--- src/rtl/pet2001_keyscan.sv ---
// pet2001_keyscan: PET 2001 keyboard matrix scanner with per-row debounce and PIA read port.
// Latency: row period SETTLE+1 cycles; ROW_SEL -> COL_OUT and array -> ANY_KEY are 1 cycle.
// Backpressure: none; SCAN_EN=0 parks the scanner in IDLE after the row in flight is sampled.
// Build option: define PET_KEYSCAN_DEBOUNCE_EN to compile in the DEBOUNCE-frame filter;
// without it every SAMPLE writes the raw column byte straight into the array.
module pet2001_keyscan #(
  parameter int ROWS     = 10,
  parameter int COLS     = 8,
  parameter int SETTLE   = 100,
  parameter int DEBOUNCE = 4
) (
  input  logic            CLK,
  input  logic            RESET_N,
  input  logic            SCAN_EN,
  output logic [ROWS-1:0] KEYROW,
  input  logic [COLS-1:0] KEYCOL,
  input  logic [3:0]      ROW_SEL,
  output logic [COLS-1:0] COL_OUT,
  output logic            FRAME_DONE,
  output logic            ANY_KEY
);

  localparam int RW = (ROWS > 1) ? $clog2(ROWS) : 1;
  localparam int SW = $clog2(SETTLE + 1);

  typedef enum logic [1:0] {S_IDLE, S_DRIVE, S_SAMPLE} state_t;

  state_t          r_state, w_state_nxt;
  logic [RW-1:0]   r_row, w_row_nxt, w_row_inc;
  logic [SW-1:0]   r_settle;
  logic [ROWS-1:0] r_keyrow, w_keyrow_nxt, w_drive_mask;
  logic            r_frame_done, w_frame_done_nxt;
  logic            w_last_row, w_settle_done, w_sample;
  logic [COLS-1:0] r_sync1, r_sync2;
  logic [COLS-1:0] r_array [ROWS];
  logic [COLS-1:0] r_col_out;
  logic            r_any_key;
  logic            w_all_up;
  logic            w_wr_en;
  logic [COLS-1:0] w_wr_dat;

  assign w_last_row    = (r_row == RW'(ROWS - 1));
  assign w_row_inc     = w_last_row ? '0 : r_row + RW'(1);
  assign w_settle_done = (r_state == S_DRIVE) && (r_settle == SW'(SETTLE - 1));
  assign w_sample      = (r_state == S_SAMPLE);
  assign w_drive_mask  = ~({{(ROWS-1){1'b0}}, 1'b1} << w_row_nxt);

  // Next-state, next row index and registered strobe/pulse values.
  always_comb begin
    w_state_nxt      = r_state;
    w_row_nxt        = r_row;
    w_keyrow_nxt     = r_keyrow;
    w_frame_done_nxt = 1'b0;
    case (r_state)
      S_IDLE: begin
        if (SCAN_EN) w_state_nxt = S_DRIVE;
      end
      S_DRIVE: begin
        if (w_settle_done) w_state_nxt = S_SAMPLE;
      end
      S_SAMPLE: begin
        // Index always advances so a parked scan resumes on the following row.
        w_row_nxt = w_row_inc;
        if (SCAN_EN) begin
          w_state_nxt      = S_DRIVE;
          w_frame_done_nxt = w_last_row;
        end else begin
          w_state_nxt = S_IDLE;
        end
      end
      default: w_state_nxt = S_IDLE;
    endcase
    if (w_state_nxt == S_DRIVE && r_state != S_DRIVE) w_keyrow_nxt = w_drive_mask;
    else if (w_state_nxt == S_IDLE) w_keyrow_nxt = '1;
  end

  // Scanner state, row index, settle counter and registered strobes.
  always_ff @(posedge CLK or negedge RESET_N) begin
    if (!RESET_N) begin
      r_state      <= S_IDLE;
      r_row        <= '0;
      r_settle     <= '0;
      r_keyrow     <= '1;
      r_frame_done <= 1'b0;
    end else begin
      r_state      <= w_state_nxt;
      r_row        <= w_row_nxt;
      r_settle     <= (r_state == S_DRIVE && !w_settle_done) ? r_settle + SW'(1) : '0;
      r_keyrow     <= w_keyrow_nxt;
      r_frame_done <= w_frame_done_nxt;
    end
  end

  // Two-flop synchronizer for the asynchronous column returns.
  always_ff @(posedge CLK or negedge RESET_N) begin
    if (!RESET_N) begin
      r_sync1 <= '1;
      r_sync2 <= '1;
    end else begin
      r_sync1 <= KEYCOL;
      r_sync2 <= r_sync1;
    end
  end

`ifdef PET_KEYSCAN_DEBOUNCE_EN
  localparam int CW = $clog2(DEBOUNCE + 1);

  logic [COLS-1:0] r_last [ROWS];
  logic [CW-1:0]   r_cnt  [ROWS];
  logic [COLS-1:0] w_last_nxt;
  logic [CW-1:0]   w_cnt_nxt;

  // Stability tracking for the row being sampled; array commits when the count hits DEBOUNCE.
  always_comb begin
    w_last_nxt = r_last[r_row];
    w_cnt_nxt  = r_cnt[r_row];
    if (r_sync2 != r_last[r_row]) begin
      w_last_nxt = r_sync2;
      w_cnt_nxt  = CW'(1);
    end else if (r_cnt[r_row] < CW'(DEBOUNCE)) begin
      w_cnt_nxt = r_cnt[r_row] + CW'(1);
    end
    w_wr_en  = w_sample && (w_cnt_nxt == CW'(DEBOUNCE));
    w_wr_dat = w_last_nxt;
  end

  // Per-row last-raw byte and saturating stability counter.
  always_ff @(posedge CLK or negedge RESET_N) begin
    if (!RESET_N) begin
      for (int r = 0; r < ROWS; r++) begin
        r_last[r] <= '1;
        r_cnt[r]  <= '0;
      end
    end else if (w_sample) begin
      r_last[r_row] <= w_last_nxt;
      r_cnt[r_row]  <= w_cnt_nxt;
    end
  end
`else
  // Without the filter each sample is committed as-is.
  always_comb begin
    w_wr_en  = w_sample;
    w_wr_dat = r_sync2;
  end
`endif

  // Key-state array: one byte per row, written only in that row's SAMPLE cycle.
  always_ff @(posedge CLK or negedge RESET_N) begin
    if (!RESET_N) begin
      for (int r = 0; r < ROWS; r++) r_array[r] <= '1;
    end else if (w_wr_en) begin
      r_array[r_row] <= w_wr_dat;
    end
  end

  // AND of every array bit; any zero means a key is down.
  always_comb begin
    w_all_up = 1'b1;
    for (int r = 0; r < ROWS; r++) w_all_up = w_all_up & (&r_array[r]);
  end

  // Registered read port: a same-cycle write shows up on the following cycle, whole byte at once.
  always_ff @(posedge CLK or negedge RESET_N) begin
    if (!RESET_N) begin
      r_col_out <= '1;
      r_any_key <= 1'b0;
    end else begin
      if ({1'b0, ROW_SEL} < 5'(ROWS)) r_col_out <= r_array[ROW_SEL];
      else                            r_col_out <= '1;
      r_any_key <= ~w_all_up;
    end
  end

  assign KEYROW     = r_keyrow;
  assign COL_OUT    = r_col_out;
  assign FRAME_DONE = r_frame_done;
  assign ANY_KEY    = r_any_key;

endmodule
--- config.mk ---
export PLATFORM = sky130hd
export DESIGN_NAME = pet2001_keyscan
export DESIGN_NICKNAME = d
export VERILOG_FILES = /design/src/rtl/pet2001_keyscan.sv
export SDC_FILE = /design/constraint.sdc
export NUM_CORES = 1
export LEC_CHECK = 0
export ABC_AREA = 1
export ABC_CLOCK_PERIOD_IN_PS = 1700
export CORE_ASPECT_RATIO = 0.75
export CORE_MARGIN = 4
export CORE_UTILIZATION = 40
export DETAILED_ROUTE_END_ITERATION = 16
export PLACE_DENSITY = 0.6
export SYNTH_ARGS = -nofsm -noshare
export SYNTH_HDL_FRONTEND = slang
export SYNTH_SLANG_ARGS = --single-unit
--- constraint.sdc ---
create_clock -name CLK -period 1.7 [get_ports CLK]
set_input_delay 0.17 -clock CLK [delete_from_list [all_inputs] [get_ports CLK]]
set_output_delay 0.17 -clock CLK [all_outputs]
set_load 0.005 [all_outputs]
==> impl_metrics.env, run 1 <==
export IMPL_port_buffers=34
export IMPL_antenna_found_initial=0
export IMPL_post_synth_top_count_cell="nand2_1"
export IMPL_clkTransAtPathRegs_ns=0.06
export IMPL_timing_final_ws_setup_ns=0.0663
export IMPL_cts_sinks=129
export IMPL_cp_num_buf_inv=1
export IMPL_hold_violations=0
export IMPL_grt_pass1_wl_um=23700
export IMPL_ys_ff_latch=129
export IMPL_required_ns=1.53
export IMPL_drtAntennaViolNets=0
export IMPL_synth_area_leaders="dfstp_2 53%, nand2_1 11%, o21ai_0 9.7%, nor2_1 7.1%, dfrtp_1 6.6%"
export IMPL_critPathArrivalTime_ns=1.46
export IMPL_grt_use_total_pct=18.5
export IMPL_worstHoldPathType="input port to flop"
export IMPL_synthesis_nets=675
export IMPL_setup_viol=0
export IMPL_core_area_um2=13800
export IMPL_yosysSeqAreaShare_pct=59.3
export IMPL_fin_util_pct=50.9
export IMPL_power_net_switching_mw=1.66
export IMPL_dieArea_um2=16200
export IMPL_synth_edf_count=0
export IMPL_synth_area_per_cell_um2=8.63
export IMPL_yosys_top_cells_count="173 x nand2_1, 114 x dfstp_2, 110 x o21ai_0, 107 x nor2_1, 39 x inv_1"
export IMPL_first_iter_violations=473
export IMPL_grt_max_degree=41
export IMPL_clock_path_buffers=2
export IMPL_cts_tree="done"
export IMPL_netlist_instances=659
export IMPL_drc=0
export IMPL_power_frac_seq_pct=42.4
export IMPL_ff_latch_area_um2=3370
export IMPL_crit_family="flip-flops"
export IMPL_p_int_mw=5.80
export IMPL_insertion_delay_ns=0.41
export IMPL_endpoint_kind="output port"
export IMPL_crit_fanout=1
export IMPL_finClkSkew_ns=0.0106
export IMPL_row_count=37
export IMPL_dpl_worst_slack_ns=0.0435
export IMPL_async_flop_share_pct=100
export IMPL_yosysTopAreaCell="dfstp_2"
export IMPL_post_cts_setup_buffer_count=0
export IMPL_crit_chain="clkdlybuf4s50_1"
export IMPL_pwr_share_comb_pct=4.6
export IMPL_area_delta_synth_final_pct=23.8
export IMPL_yosysTopAreaCellShare_pct=52.7
export IMPL_ys_flop_type="dfstp_2"
export IMPL_synth_area_um2=5690
export IMPL_start_util_pct=41.1
export IMPL_swShare_pct=22.2
export IMPL_routed_wl_um=14600
export IMPL_clockPowerShare_pct=53.0
export IMPL_setup_tns_ns=0
export IMPL_globalplace_congestion=0.877
export IMPL_dr_pass1_iters=6
export IMPL_critPathLaunchType="flop"
export IMPL_num_vias=4743
export IMPL_fin_crit_sh_pct=96.1
export IMPL_slowest_delay_ns=0.56
export IMPL_power_density_nw_per_um2=1060
export IMPL_fin_cells=905
export IMPL_placed_cells=872
export IMPL_final_layout_size_suffix_gt1_share_pct=25.2
export IMPL_outcome="finished, final reports clean"
export IMPL_final_nets=733
export IMPL_vias_per_cell=5.24
export IMPL_drv_cap=0
export IMPL_cts_root_buffer="clkbuf_16"
export IMPL_dp_hpwl_um=10000
export IMPL_grt_pass1_vias=4424
export IMPL_ys_warn_count=0
export IMPL_avgRoutedWirePerCell_um=16.1
export IMPL_p_leak_nw=2.79
export IMPL_n_antenna_cell=0
export IMPL_fillers=1267
export IMPL_rsz0062_at_grt="false"
export IMPL_multiInputGateArea_um2=2060
export IMPL_tightestPinTransition_ns=0.542
export IMPL_die_w_um=146
export IMPL_finalMaxSlewViolations=0
export IMPL_path_class="flop to output port"
export IMPL_htree_num_levels=4
export IMPL_grt_ovfl_total=0
export IMPL_cts_buffers=17
export IMPL_clock_fmax_ghz=0.612
export IMPL_top_level_ports=35
export IMPL_synth_cell_types=24
export IMPL_ir_worst_vdd_v=0.000653
export IMPL_die_h_um=111
export IMPL_relSlewSlack_pct=63.8
export IMPL_final_min_clock_period_ns=1.63
export IMPL_crit_slowest_cell="dfstp_2"
cell usage in the layout (no fill, tap or decap):
cell             netlist  layout
a21oi_1                3       3
a31o_2                 1       1
a31oi_1                2       2
and3_1                 1       1
buf_12                 0       3
buf_4                  0      27
bufinv_16              0       4
clkbuf_16              0      17
clkbuf_8               0       1
clkdlybuf4s50_1        0      33
clkinv_1               1       1
clkinv_2               0       1
clkinvlp_4             0       3
dfrtp_1               15      15
dfstp_2              114     114
dlygate4sd3_1          0       1
ha_1                   1       1
inv_1                 39      39
inv_6                  0       6
nand2_1              173     173
nand2_2                1       1
nand3_1               21      21
nand3b_1               1       1
nand4_1               20      20
nor2_1               107     107
nor2_2                 2       2
nor3_1                 5       5
nor3b_1                1       1
o211ai_1              11      11
o21ai_0              110     110
o21bai_1               1       1
or2_2                  4       4
through the flow:
stage	hold slack [ns]	cell area (um2)	total power, mW
floorplan	-0.126	5690	3.33
global placement	0.172	6390	3.55
detailed placement	0.182	6390	3.55
CTS	0.150	7040	7.52
global route	0.148	7040	7.71
finish	0.159	7040	7.46
sequential cells by signal, summed over array words and instances (netlist names):
name	cells
ANY_KEY	1
COL_OUT	8
FRAME_DONE	1
KEYROW	10
r_array	80
r_row	4
r_settle	7
r_state	2
r_sync1	8
r_sync2	8
worst reg2reg max path: cells and delay by family, from the launching register on:
family | cells | cell delay, ns
buffers and inverters | 1 | 0.05
DFF | 1 | 0.53
and+or+nand+nor | 6 | 0.77
per-layer routing:
metal  vias to the layer above  global-route usage [%]  part of all wire [%]
li1                       2273                       -                     -
met1                      2261                    27.4                    48
met2                       186                    26.5                    43
met3                        23                    4.29                   7.0
met4                         0                    6.70                   1.5
met5                         -                       0                     0
power by group through the flow:
| stage | Combinational [mW] | Clock [mW] | Sequential [mW] |
|---|---|---|---|
| after floorplan | 0.128 | 0 | 3.20 |
| after global placement | 0.341 | 0 | 3.21 |
| after CTS | 0.350 | 4.01 | 3.16 |
| final | 0.345 | 3.95 | 3.16 |
| after global routing | 0.385 | 4.16 | 3.16 |
| after detailed placement | 0.347 | 0 | 3.21 |
worst paths after layout:
path                                  start           to  slack (ns)  cells after the start
max in group asynchronous           RESET_N    KEYROW[0]        0.70                      3
min in group asynchronous           RESET_N  r_settle[3]        0.27                      2
worst min register to register   r_sync1[0]   r_sync2[0]        0.35                      0
worst max register to register  r_array[57]      ANY_KEY        0.24                      7
worst max-delay path             COL_OUT[0]   COL_OUT[0]        0.07                      1
worst min-delay path              KEYCOL[5]   r_sync1[5]        0.16                      1
area by class of cell:
class | instances | area share, %
timing repair buffer | 64 | 8.56
multi-input combinational | 465 | 29.3
tap | 175 | 3.11
clock buffer | 18 | 6.24
inverter | 40 | 2.13
clock inverter | 14 | 2.84
sequential | 129 | 47.9
cells by family after synthesis:
logic type	Yosys count	synth area share, %
adder cells (fa/ha/maj)	1	0.220
AND/OR/NAND/NOR	336	24.1
flip-flops	129	59.3
buffers and inverters	65	4.51
AO/OA/AOI/OAI	128	11.9
what timing repair did:
| action | in CTS | in global routing |
|---|---|---|
| hold buffers | 1 | 0 |
| resized for setup | 0 | 0 |
| hold endpoints to repair | 4 | 0 |
No activity file was read; power rests on OpenSTA's default activity.
==> run 2, diff against run 1 <==
- CORE_UTILIZATION: 40 -> 30
- PLACE_DENSITY: 0.6 -> 0.49
==> run 2 against run 1 <==
Net effect:
- cell count up 8.0%
- global-route usage down 3.1 points
- fmax down 1.6%
==> impl_metrics.env, run 2 (same netlist as run 1, synthesis figures left out) <==
export IMPL_start_util_pct=30.6
export IMPL_drtAntennaViolNets=0
export IMPL_multiInputGateArea_um2=2060
export IMPL_setup_tns_ns=0
export IMPL_final_min_clock_period_ns=1.66
export IMPL_setup_viol=0
export IMPL_largest_register="r_array"
export IMPL_port_buffers=34
export IMPL_crit_slowest_cell="dfstp_2"
export IMPL_first_iter_violations=465
export IMPL_core_area_um2=18600
export IMPL_p_int_mw=5.61
export IMPL_power_density_nw_per_um2=1020
export IMPL_cts_buffers=17
export IMPL_vias_per_cell=4.76
export IMPL_globalplace_congestion=0.812
export IMPL_p_leak_nw=2.79
export IMPL_fin_area_um2=7130
export IMPL_row_count=43
export IMPL_total_power_mw=7.24
export IMPL_die_h_um=127
export IMPL_htree_num_levels=4
export IMPL_cts_hold_buffers=1
export IMPL_critPathArrivalTime_ns=1.49
export IMPL_pwr_share_comb_pct=5.0
export IMPL_area_delta_synth_final_pct=25.3
export IMPL_power_net_switching_mw=1.63
export IMPL_required_ns=1.53
export IMPL_final_nets=733
export IMPL_grt_ovfl_total=0
export IMPL_grt_max_degree=41
export IMPL_grt_pass1_vias=4536
export IMPL_die_w_um=167
export IMPL_cts_sinks=129
export IMPL_num_vias=4648
export IMPL_cts_root_buffer="clkbuf_16"
export IMPL_top_level_ports=35
export IMPL_final_cell_mix="173 x nand2_1, 114 x dfstp_2, 110 x o21ai_0, 107 x nor2_1, 39 x inv_1"
export IMPL_ir_worst_vdd_v=0.000434
export IMPL_slowest_delay_ns=0.54
export IMPL_fin_crit_sh_pct=97.6
export IMPL_largest_reg_flops=80
export IMPL_clock_path_buffers=2
export IMPL_drc=0
export IMPL_outcome="finished, final reports clean"
export IMPL_endpoint_kind="output port"
export IMPL_rsz0062_at_grt="false"
export IMPL_dp_hpwl_um=10500
export IMPL_finClkSkew_ns=0.00851
export IMPL_crit_chain="clkdlybuf4s50_1"
export IMPL_insertion_delay_ns=0.42
export IMPL_dpl_instance_area_um2=6510
export IMPL_routed_wl_um=15600
export IMPL_post_cts_setup_buffer_count=0
export IMPL_ff_latch_area_um2=3370
export IMPL_dieArea_um2=21200
export IMPL_crit_fanout=1
export IMPL_cts_tree="done"
export IMPL_critPathLaunchType="flop"
export IMPL_clkTransAtPathRegs_ns=0.06
export IMPL_clockPowerShare_pct=51.3
export IMPL_final_common_cell="nand2_1"
export IMPL_ctsResizeCount=0
export IMPL_dr_pass1_iters=5
export IMPL_path_class="flop to output port"
export IMPL_n_antenna_cell=0
export IMPL_avgRoutedWirePerCell_um=16.0
export IMPL_worstHoldPathType="input port to flop"
export IMPL_finalMaxSlewViolations=0
export IMPL_power_frac_seq_pct=43.8
export IMPL_grt_pass1_wl_um=25300
export IMPL_relSlewSlack_pct=73.3
export IMPL_cp_num_buf_inv=1
export IMPL_swShare_pct=22.5
export IMPL_tightestPinTransition_ns=0.401
export IMPL_fillers=1833
export IMPL_final_layout_size_suffix_gt1_share_pct=25.2
export IMPL_antenna_found_initial=0
export IMPL_clock_fmax_ghz=0.602
export IMPL_drv_cap=0
export IMPL_fin_util_pct=38.4
export IMPL_hold_violations=0
export IMPL_grt_use_total_pct=15.4
export IMPL_crit_family="flip-flops"
## run 2: cell count changes in the layout (fill, tap and decap cells not counted), sizes merged
cell / delta
bufinv: -2
clkinvlp: +2
clkinv: +3
clkbuf: +2
inv: -5
## run 2: area by class of cell
cell class                 instances  area share (%)
sequential                       129            47.3
tap                              247            4.34
inverter                          40            2.11
multi-input combinational        465            28.9
timing repair buffer              64            8.81
clock buffer                      20            6.71
clock inverter                    12            1.83
## run 2: final timing paths
path                                  start     endpoint  slack [ns]  depth (start not counted)
worst max-delay path             COL_OUT[2]   COL_OUT[2]        0.04                          1
worst min-delay path              KEYCOL[4]   r_sync1[4]        0.15                          1
max in group asynchronous           RESET_N  r_array[75]        0.86                          3
min in group asynchronous           RESET_N  r_settle[1]        0.22                          2
worst min register to register   r_sync1[7]   r_sync2[7]        0.36                          0
worst max register to register  r_array[52]      ANY_KEY        0.22                          6
## run 2: power groups by stage
stage                     Combinational, mW  Clock (mW)  Sequential [mW]
after global routing                  0.401        3.96             3.17
final                                 0.358        3.71             3.17
after CTS                             0.366        3.82             3.17
after floorplan                       0.128           0             3.20
after detailed placement              0.361           0             3.21
after global placement                0.355           0             3.21
## run 2: routing by layer
layer	wire length, um	global-route usage (%)
met5	0	0
met4	178	4.47
met3	770	3.31
met2	6810	23.1
met1	7870	22.5
## run 2: metrics by stage
stage	hold WS, ns	setup WS, ns	instances
after floorplan	-0.126	0.408	659
after global placement	0.126	0.0248	944
after detailed placement	0.138	0.0666	944
after CTS	0.133	0.00717	977
after global routing	0.132	0.00519	977
final	0.153	0.0401	977
